### src/rtl/mux_arb_pkg.sv
// Shared constants, state encoding and helpers for the 8-way round-robin mux arbiter.
// Imported by the picker and the arbiter top.
package mux_arb_pkg;

    localparam int NUM_REQ = 8;
    localparam int SEL_W   = 3;

    typedef enum logic {
        IDLE  = 1'b0,
        GRANT = 1'b1
    } state_t;

    function automatic logic [NUM_REQ-1:0] onehot8(input logic [SEL_W-1:0] index);
        logic [NUM_REQ-1:0] vec;
        vec        = '0;
        vec[index] = 1'b1;
        return vec;
    endfunction

endpackage

### src/rtl/rr_pick8.sv
// Combinational round-robin picker: first set request scanning ptr+1 .. ptr+8 (mod 8).
// The pointer position itself is scanned last, so the previous holder only wins when alone.
module rr_pick8
    import mux_arb_pkg::*;
(
    input  logic [NUM_REQ-1:0] req,
    input  logic [SEL_W-1:0]   ptr,
    output logic               found,
    output logic [SEL_W-1:0]   idx
);

    // rot_req[k] is the request that sits k+1 places after ptr
    logic [NUM_REQ-1:0] rot_req;

    generate
        for (genvar gi = 0; gi < NUM_REQ; gi++) begin : g_rot
            logic [SEL_W-1:0] pos;
            assign pos         = ptr + SEL_W'(gi + 1);
            assign rot_req[gi] = req[pos];
        end
    endgenerate

    logic [SEL_W-1:0] offset;

    always_comb begin
        offset = '0;
        for (int i = NUM_REQ - 1; i >= 0; i--) begin
            if (rot_req[i]) begin
                offset = SEL_W'(i);
            end
        end
    end

    assign found = |req;
    assign idx   = ptr + offset + SEL_W'(1);

endmodule

### src/rtl/mux8_rr_arbiter.sv
// Round-robin arbiter sharing one 8:1 data mux between eight requesters,
// with a per-grant hold limit that forces rotation and flags it with a timeout pulse.
module mux8_rr_arbiter
    import mux_arb_pkg::*;
#(
    parameter int MAX_HOLD = 16,
    parameter int HOLD_W   = 8
) (
    input  logic               clk,
    input  logic               rst_n,
    input  logic [NUM_REQ-1:0] req,
    input  logic               done,
    input  logic [NUM_REQ-1:0] data_i,
    output logic [NUM_REQ-1:0] grant,
    output logic [SEL_W-1:0]   sel,
    output logic               valid,
    output logic               timeout,
    output logic               data_o
);

    localparam logic [HOLD_W-1:0] HOLD_LAST = HOLD_W'(MAX_HOLD - 1);

    state_t             state_reg;
    logic [SEL_W-1:0]   ptr_reg;
    logic [HOLD_W-1:0]  hold_cnt_reg;

    logic               pick_found;
    logic [SEL_W-1:0]   pick_idx;
    logic [SEL_W-1:0]   pick_ptr;
    logic               hold_limit;
    logic               release_now;
    logic               timeout_next;

    // On release the picker must already see the updated pointer (the current holder)
    assign pick_ptr = (state_reg == GRANT) ? sel : ptr_reg;

    rr_pick8 u_pick (
        .req   (req),
        .ptr   (pick_ptr),
        .found (pick_found),
        .idx   (pick_idx)
    );

    assign hold_limit   = (hold_cnt_reg == HOLD_LAST);
    assign release_now  = done || !req[sel] || hold_limit;
    assign timeout_next = hold_limit && !done && req[sel];

    always_ff @(posedge clk or negedge rst_n) begin
        if (!rst_n) begin
            state_reg    <= IDLE;
            grant        <= '0;
            sel          <= '0;
            valid        <= 1'b0;
            timeout      <= 1'b0;
            ptr_reg      <= SEL_W'(NUM_REQ - 1);
            hold_cnt_reg <= '0;
        end else begin
            case (state_reg)
                IDLE: begin
                    timeout <= 1'b0;
                    if (pick_found) begin
                        state_reg    <= GRANT;
                        grant        <= onehot8(pick_idx);
                        sel          <= pick_idx;
                        valid        <= 1'b1;
                        hold_cnt_reg <= '0;
                    end
                end
                GRANT: begin
                    if (release_now) begin
                        ptr_reg <= sel;
                        timeout <= timeout_next;
                        if (pick_found) begin
                            grant        <= onehot8(pick_idx);
                            sel          <= pick_idx;
                            hold_cnt_reg <= '0;
                        end else begin
                            state_reg <= IDLE;
                            grant     <= '0;
                            valid     <= 1'b0;
                        end
                    end else begin
                        timeout      <= 1'b0;
                        hold_cnt_reg <= hold_cnt_reg + HOLD_W'(1);
                    end
                end
                default: begin
                    state_reg <= IDLE;
                    grant     <= '0;
                    valid     <= 1'b0;
                    timeout   <= 1'b0;
                end
            endcase
        end
    end

    logic mux_bit;

    always_comb begin
        mux_bit = 1'b0;
        case (sel)
            3'd0: mux_bit = data_i[0];
            3'd1: mux_bit = data_i[1];
            3'd2: mux_bit = data_i[2];
            3'd3: mux_bit = data_i[3];
            3'd4: mux_bit = data_i[4];
            3'd5: mux_bit = data_i[5];
            3'd6: mux_bit = data_i[6];
            3'd7: mux_bit = data_i[7];
            default: mux_bit = 1'b0;
        endcase
    end

    assign data_o = valid & mux_bit;

endmodule

### config.mk
export PLATFORM = sky130hd
export DESIGN_NAME = mux8_rr_arbiter
export DESIGN_NICKNAME = d
export VERILOG_FILES = /design/src/rtl/mux_arb_pkg.sv /design/src/rtl/rr_pick8.sv /design/src/rtl/mux8_rr_arbiter.sv
export SDC_FILE = /design/constraint.sdc
export NUM_CORES = 1
export LEC_CHECK = 0
export ABC_AREA = 0
export BUFFER_PORTS_ARGS = -buffer_cell sky130_fd_sc_hd__buf_2
export CAP_MARGIN = 15
export CELL_PAD_IN_SITES_DETAIL_PLACEMENT = 0
export CELL_PAD_IN_SITES_GLOBAL_PLACEMENT = 1
export CORE_UTILIZATION = 30
export DETAILED_ROUTE_END_ITERATION = 8
export GPL_TIMING_DRIVEN = 0
export PLACE_DENSITY = 0.62
export SLEW_MARGIN = 25
export SYNTH_ARGS = -nofsm -noshare
export SYNTH_HDL_FRONTEND = slang
export SYNTH_HIERARCHICAL = 1
export SYNTH_SLANG_ARGS = --single-unit
export TNS_END_PERCENT = 1
### constraint.sdc
create_clock -name clk -period 9.1 [get_ports clk]
set_input_delay 1.365 -clock clk [delete_from_list [all_inputs] [get_ports clk]]
set_output_delay 1.365 -clock clk [all_outputs]
set_load 0.01 [all_outputs]
==> results of run 1 <==
-- per-layer routing --
layer | wire length, um | global-route usage | up-vias
met4 | 19 | 0.0324 | 0
li1 | - | - | 772
met5 | 0 | 0 | -
met3 | 87 | 0.0107 | 2
met1 | 2290 | 0.184 | 806
met2 | 2140 | 0.225 | 26
-- worst max-delay path by stage --
stage                                       to  cells after the start
after floorplan           grant[5]$_DFFE_PN0P_                     13
after global placement    grant[5]$_DFFE_PN0P_                     14
after detailed placement  grant[5]$_DFFE_PN0P_                     14
after CTS                 grant[5]$_DFFE_PN0P_                     14
after global routing      grant[5]$_DFFE_PN0P_                     19
final                     grant[5]$_DFFE_PN0P_                     14
-- logic make-up (layout without fill, tap and decap cells) --
logic type               count (synthesis)  count (layout)  share of synthesized area
AND/OR/NAND/NOR                         52              52                      0.143
buffers and inverters                   16              52                     0.0485
AO/OA/AOI/OAI                           41              41                      0.180
multiplexers                            33              33                      0.239
XOR/XNOR                                11              11                     0.0504
adder cells (fa/ha/maj)                  5               5                     0.0340
flip-flops                              25              25                      0.305
-- area by class of cell --
class,instances,area (um2)
clock inverter,1,5.00
tap,77,96.3
fill,660,4130
clock buffer,3,41.3
multi-input combinational,142,1330
inverter,7,26.3
timing repair buffer,32,160
sequential,25,629
buffer,9,73.8
-- worst reg2reg max path, cell delays in order, from the launching register on --
cell and delay, ns:
dfrtp_1 0.36, buf_2 0.17, mux2_2 0.30, buf_6 0.17
inv_1 0.08, ha_1 0.23, xnor2_2 0.22, mux4_2 0.57
o21ai_0 0.10, a21boi_1 0.10, o221ai_1 0.22, ha_1 0.18
inv_1 0.05, fa_1 0.37, xnor2_1 0.15, xnor2_1 0.41
nor2b_1 0.24, nand3_1 0.10, a31oi_1 0.20, a211o_1 0.12
-- synthesized netlist by cell type, drive strengths merged (7+ instances only) --
library cell | instances | area, um2
nor2b | 8 | 50.1
mux2i | 12 | 140
and2 | 10 | 62.6
buf | 7 | 66.3
a31oi | 10 | 62.6
dfrtp | 22 | 551
a22o | 7 | 61.3
a211o | 8 | 70.1
nand2 | 9 | 33.8
mux4 | 10 | 229
mux2 | 11 | 124
inv | 7 | 26.3
nand3 | 9 | 45.0
-- power by group --
| group | total (mW) | internal (mW) | switching [mW] |
|---|---|---|---|
| combinational | 0.734 | 0.349 | 0.386 |
| sequential | 0.170 | 0.150 | 0.0195 |
| clock | 0.0677 | 0.0307 | 0.0370 |
==> results by group, run 1 <==
Run status
  • Outcome: finished, final reports clean

Routing
  • Residual DRC: 0
  • Drt pass-1 iters: 6
  • Total Wirelength: ~4.5 mm
  • DRT iter0 DRCs: 52
  • DR vias/cell: 5.43
  • Post-route ant nets: 0
  • Vias: ~1600
  • WL/cell: between 15 and 20 um

STA
  • Worst Tran Pin Value: roughly 0.74 ns
  • Final Cycle Share: 0.482
  • Max-slew violations: 0
  • RSZ-0062 raised after global routing: false
  • Tmin final: around 4.4 ns
  • Clock skew: around 0.0016 ns
  • Setup TNS: 0 ns
  • F_max: around 230 MHz
  • Post-route setup slack: 4.71 ns
  • Finish-stage setup viols: 0
  • Hold_ws: 0.509 ns
  • Slew HR: 0.506
  • Final-report hold violation count: 0

Layout
  • Area delta synth->final: 14.7%
  • ANT cells: 0
  • Ratio of cells with drive above 1 in the final layout: 0.333
  • Layout Cells excl Fill: between 200 and 300
  • Final Util: 0.364
  • Commonest non-fill, non-tap cells in the layout: buf_2 (34), dfrtp_1 (22), and2_1 (10), a31oi_1 (10)
  • # nets final: about 240
  • Design Area, Final: 0.00236 mm2
  • Commonest non-fill, non-tap cell in the layout: buf_2

CTS
  • # Post-CTS Setup Buffers: 0
  • CTS tree: yes
  • CTS Buf Count: 3
  • Post-CTS Resized: 0
  • H-tree lvl count: 1
  • Cts hold-fix bufs: 0
  • CTS clock-pin slew for the worst setup and hold paths: around 0.090 ns
  • Clock sink count: 25
  • Worst-Skew Late Latency: around 0.27 ns
  • Clock tree buffer depth: 2
  • Clock Tree Root: clkbuf_8

Placement
  • Dpl cells: slightly below 300
  • HPWL Detailed: around 3.4 mm
  • Placement Cell Area: between 0.002 and 0.0025 mm2
  • Port Buffers: 32
  • DP Worst Slack: ~4.4 ns
  • Gpl congestion: 0.760

Power
  • Pwr dens: 411 mW/mm2
  • Leak: 1.09 nW
  • Maximum vdd drop: between 0.1 and 0.15 mV
  • Total power: 0.972 mW

Floorplan
  • Die area: around 0.0072 mm2
  • Initial core utilization: 0.317
  • Die Y: 84.9 um
  • FP Rows: 29
  • Core box area: between 0.006 and 0.007 mm2
  • Chip width: approximately 85 um
  • IO Count: 33

Worst setup path
  • CP top delay family: compound AO/OA/AOI/OAI gates
  • Critical path origin: req[7]
  • Worst endpoint data arrival time: approximately 4.6 ns
  • Number of buffers and inverters on the critical path: 2
  • Capture point of the worst reg-to-reg path: grant[5]$_DFFE_PN0P_
  • Cells on worst reg2reg path: 19
  • Kind of critical path: primary input to flop
  • CP max stage cell: mux4_1
  • Crit path cell chain: buf_2 -> mux4_1 -> o221ai_1 -> a21boi_1 -> o221ai_1 -> ha_1 -> inv_1 -> fa_1 -> xnor2_1 -> xnor2_1 -> nor2b_1 -> nand3_1 -> a31oi_1 -> a211o_1
  • Worst R2R Start: state_reg$_DFF_PN0_
  • Critical Path RT: roughly 9.3 ns
  • R2r setup slk: roughly 4.7 ns
  • CP Capture Type: flop
  • CP startpoint kind: primary input
  • CP peak stage delay: around 0.57 ns
  • Worst Path Max Fanout: 6

Global route
  • First-pass GRT wire length: approximately 7.8 mm
  • Global Route Usage Sum: 0.133
  • Antenna violations before repair: 0
  • Number of global-route vias before repair: between 1500 and 2000
  • Global route overflow: 0
  • Largest net degree at the start of global routing: 26

Logic synthesis
  • Number of synthesized flops with an enable pin: 0
  • Synth warnings: 6
  • Synth Cell Area: between 0.002 and 0.0025 mm2
  • Post-Syn Instances: roughly 180
  • Seq/Total Area, Yosys: 0.305
  • Syn Area/Cell: between 10 and 15 um2
  • Post-synthesis register bit count: 25
  • Most common flop cell mapped by yosys: dfrtp_1
  • Post-synth ARST share: 1.00
  • Yosys cell types: 45
  • Synthesized net count: ~210

Worst hold path
  • Hold crit path type: flop to flop
  • Worst Hold Depth: 1
  • Hold endpoint: grant[5]$_DFFE_PN0P_
  • Hold Startpoint: grant[5]$_DFFE_PN0P_

Job
  • Max-cap viol count: 0
(Power assumes the default switching activity.)
==> run 2, diff against run 1 <==
--- a/config.mk
+++ b/config.mk
@@ -13,7 +13,7 @@
 export CORE_UTILIZATION = 30
 export DETAILED_ROUTE_END_ITERATION = 8
 export GPL_TIMING_DRIVEN = 0
-export PLACE_DENSITY = 0.62
+export PLACE_DENSITY = 0.64
 export SLEW_MARGIN = 25
 export SYNTH_ARGS = -nofsm -noshare
 export SYNTH_HDL_FRONTEND = slang
==> constraint.sdc (replaced) <==
create_clock -name clk -period 3.6 [get_ports clk]
set_input_delay 0.54 -clock clk [delete_from_list [all_inputs] [get_ports clk]]
set_output_delay 0.54 -clock clk [all_outputs]
set_load 0.01 [all_outputs]
==> run 2 against run 1 <==
The flow now finishes with violations (design-rule violations, negative setup slack); non-clock buffer count grew 7; setup slack worse by 4.9 ns; via count shrank 1.2%; largest cell class unchanged.
==> results by group, run 2 (synthesis results as in run 1) <==
Run status
  • Outcome: complete, but fails checks (was finished, final reports clean)
  • Failing checks: design-rule violations, negative setup slack

Floorplan
  • Core box area: 0.00649 mm2 (unchanged)
  • Die Y: 84.9 um (unchanged)
  • Initial core utilization: 0.317 (unchanged)
  • Chip width: 84.9 um (unchanged)
  • FP Rows: 29 (unchanged)
  • Die area: 0.00721 mm2 (unchanged)
  • IO Count: 33 (unchanged)

Layout
  • Area delta synth->final: 20.9% (was 14.7%)
  • Commonest non-fill, non-tap cell in the layout: buf_2 (unchanged)
  • Fill cell count: 632 (was 660)
  • # nets final: 251 (was 244)
  • Register area: 629 um2 (unchanged)
  • Layout Cells excl Fill: 303 (was 296)
  • Commonest non-fill, non-tap cells in the layout: buf_2 (32), dfrtp_1 (22), and2_1 (10), a31oi_1 (10) (was buf_2 (34), dfrtp_1 (22), and2_1 (10), a31oi_1 (10))
  • Area occupied by multi-input gates: 0.00139 mm2 (was 0.00133 mm2)
  • Ratio of cells with drive above 1 in the final layout: 0.394 (was 0.333)
  • ANT cells: 0 (unchanged)

STA
  • Tmin final: between 3 and 4 ns
  • RSZ-0062 raised after global routing: true (was false)
  • Slew HR: 0.524 (was 0.506)
  • Final Cycle Share: 1.06
  • Finish-stage setup viols: 8 (was 0)
  • F_max: 263 MHz
  • Max-slew violations: 0 (unchanged)
  • Clock skew: 0.00389 ns (was 0.00156 ns)
  • Worst Tran Pin Value: 0.713 ns (was 0.741 ns)
  • Post-route setup slack: -0.207 ns (was 4.71 ns)
  • Final-report hold violation count: 0 (unchanged)

Power
  • Logic pwr share: 0.780 (was 0.756)
  • Sw Share: 0.435 (was 0.455)
  • Leak: 1.15 nW (was 1.09 nW)
  • Seq pwr share: 0.159 (was 0.175)
  • Maximum vdd drop: 0.457 mV (was 0.147 mV)
  • Pwr dens: 1090 mW/mm2 (was 411 mW/mm2)
  • Internal power: 1.54 mW (was 0.529 mW)
  • Power share of the clock group: 0.061 (was 0.070)
  • Net Switching: 1.19 mW (was 0.442 mW)

Routing
  • WL/cell: 14.7 um (was 15.3 um)
  • Residual DRC: 2 (was 0)
  • DR vias/cell: 5.24 (was 5.43)
  • DRT iter0 DRCs: 52 (unchanged)
  • Post-route ant nets: 0 (unchanged)
  • Drt pass-1 iters: 6 (unchanged)
  • Vias: 1587 (was 1606)
  • Total Wirelength: 4.45 mm (was 4.53 mm)

Global route
  • Met2 GRT Util: 0.218 (was 0.225)
  • GRT Max-Usage Layer: met2 (unchanged)
  • First-pass GRT wire length: 7.56 mm (was 7.76 mm)
  • Met3 Use GR: 0.0117 (was 0.0107)
  • Global route overflow: 0 (unchanged)
  • Met1 Resource Use GR: 0.181 (was 0.184)
  • Largest net degree at the start of global routing: 26 (unchanged)
  • Number of global-route vias before repair: 1563 (was 1564)
  • Global Route Usage Sum: 0.129 (was 0.133)
  • Antenna violations before repair: 0 (unchanged)

CTS
  • Worst-Skew Late Latency: 0.26 ns (was 0.27 ns)
  • Clock Tree Root: clkbuf_8 (unchanged)
  • Clock tree buffer depth: 2 (unchanged)
  • CTS Buf Count: 3 (unchanged)
  • CTS clock-pin slew for the worst setup and hold paths: 0.09 ns (about the same)
  • H-tree lvl count: 1 (unchanged)
  • Cts hold-fix bufs: 0 (unchanged)
  • Clock sink count: 25 (unchanged)
  • CTS tree: yes (unchanged)

Placement
  • DP Worst Slack: -0.423 ns (was 4.41 ns)
  • HPWL Detailed: 3.31 mm (was 3.39 mm)
  • Port Buffers: 32 (unchanged)
  • Dpl cells: 292 (unchanged)
  • Gpl congestion: 0.776 (was 0.760)

Worst setup path
  • CP startpoint kind: flop (was primary input)
  • Worst endpoint data arrival time: 4.02 ns (was 4.60 ns)
  • Worst Path Max Fanout: 10 (was 6)
  • R2r setup slk: -0.21 ns (was 4.72 ns)
  • Capture point of the worst reg-to-reg path: grant[5]$_DFFE_PN0P_ (unchanged)
  • Critical Path RT: 3.81 ns (was 9.32 ns)
  • CP Capture Type: flop (unchanged)
  • Kind of critical path: flop to flop (was primary input to flop)
  • Worst R2R Start: state_reg$_DFF_PN0_ (unchanged)
  • Cells on worst reg2reg path: 19 (unchanged)

Job
  • Max-cap viol count: 0 (unchanged)

Worst hold path
  • Hold crit path type: primary input to asynchronous set/reset pin (was flop to flop)
[run 2: power groups by stage]
stage | clock network (mW) | registers, mW | logic, mW
detailed placement | 0 | 0.439 | 1.96
finish | 0.167 | 0.432 | 2.12
global route | 0.187 | 0.441 | 2.33
global placement | 0 | 0.438 | 1.94
floorplan | 0 | 0.447 | 1.59
CTS | 0.177 | 0.433 | 2.13
[run 2: per-stage QoR]
step | setup TNS [ns] | utilization | instance area (um2) | total power, mW | hold WS, ns
final | -1.15 | 0.384 | 2490 | 2.72 | 0.263
after global routing | -2.89 | 0.384 | 2490 | 2.96 | 0.305
after CTS | -1.72 | 0.383 | 2490 | 2.74 | 0.276
after detailed placement | -2.89 | 0.363 | 2360 | 2.40 | 0.490
after global placement | -2.93 | 0.363 | 2360 | 2.38 | 0.485
after floorplan | -0.602 | - | 2100 | 2.04 | 0.244
[run 2: cell type report]
cell class	count	share of cell area
Multi-Input combinational cell	142	0.558
Sequential cell	25	0.253
Timing Repair Buffer	39	0.0853
Clock buffer	4	0.0181
Inverter	7	0.0115
Buffer	9	0.0361
Tap cell	77	0.0387
[run 2: timing repair]
item	in CTS	in global routing
gates cloned	0	0
setup buffers	7	0
resized for setup	8	1
endpoints found under the setup margin	9	9
pin swaps	6	3
hold endpoints to repair	0	0
[run 2: how the worst max path moves through the flow]
stage,endpoint,slack (ns),from,depth (start not counted)
after floorplan,grant[5]$_DFFE_PN0P_,-0.13,sel[0]$_DFFE_PN0P_,19
after detailed placement,grant[5]$_DFFE_PN0P_,-0.42,state_reg$_DFF_PN0_,19
after CTS,grant[5]$_DFFE_PN0P_,-0.28,state_reg$_DFF_PN0_,19
after global routing,grant[5]$_DFFE_PN0P_,-0.41,state_reg$_DFF_PN0_,19
after global placement,grant[5]$_DFFE_PN0P_,-0.42,state_reg$_DFF_PN0_,19
final,grant[5]$_DFFE_PN0P_,-0.21,state_reg$_DFF_PN0_,19
[run 2: layer usage]
metal  vias up  wire length (um)
li1        790                 -
met3         2                97
met1       776              2220
met2        19              2120
met4         0                18
met5         -                 0
[run 2: critical path: stages (launching register included)]
cell      delay [ns]
dfrtp_1         0.38
buf_6           0.14
mux2_4          0.30
buf_6           0.15
inv_2           0.06
ha_4            0.13
xnor2_2         0.12
mux4_2          0.56
o21ai_2         0.07
a21boi_1        0.07
o221ai_1        0.17
ha_2            0.19
inv_1           0.04
fa_2            0.35
xnor2_2         0.16
xnor2_2         0.27
nor2b_4         0.21
nand3_1         0.08
a31oi_1         0.18
a211o_1         0.11
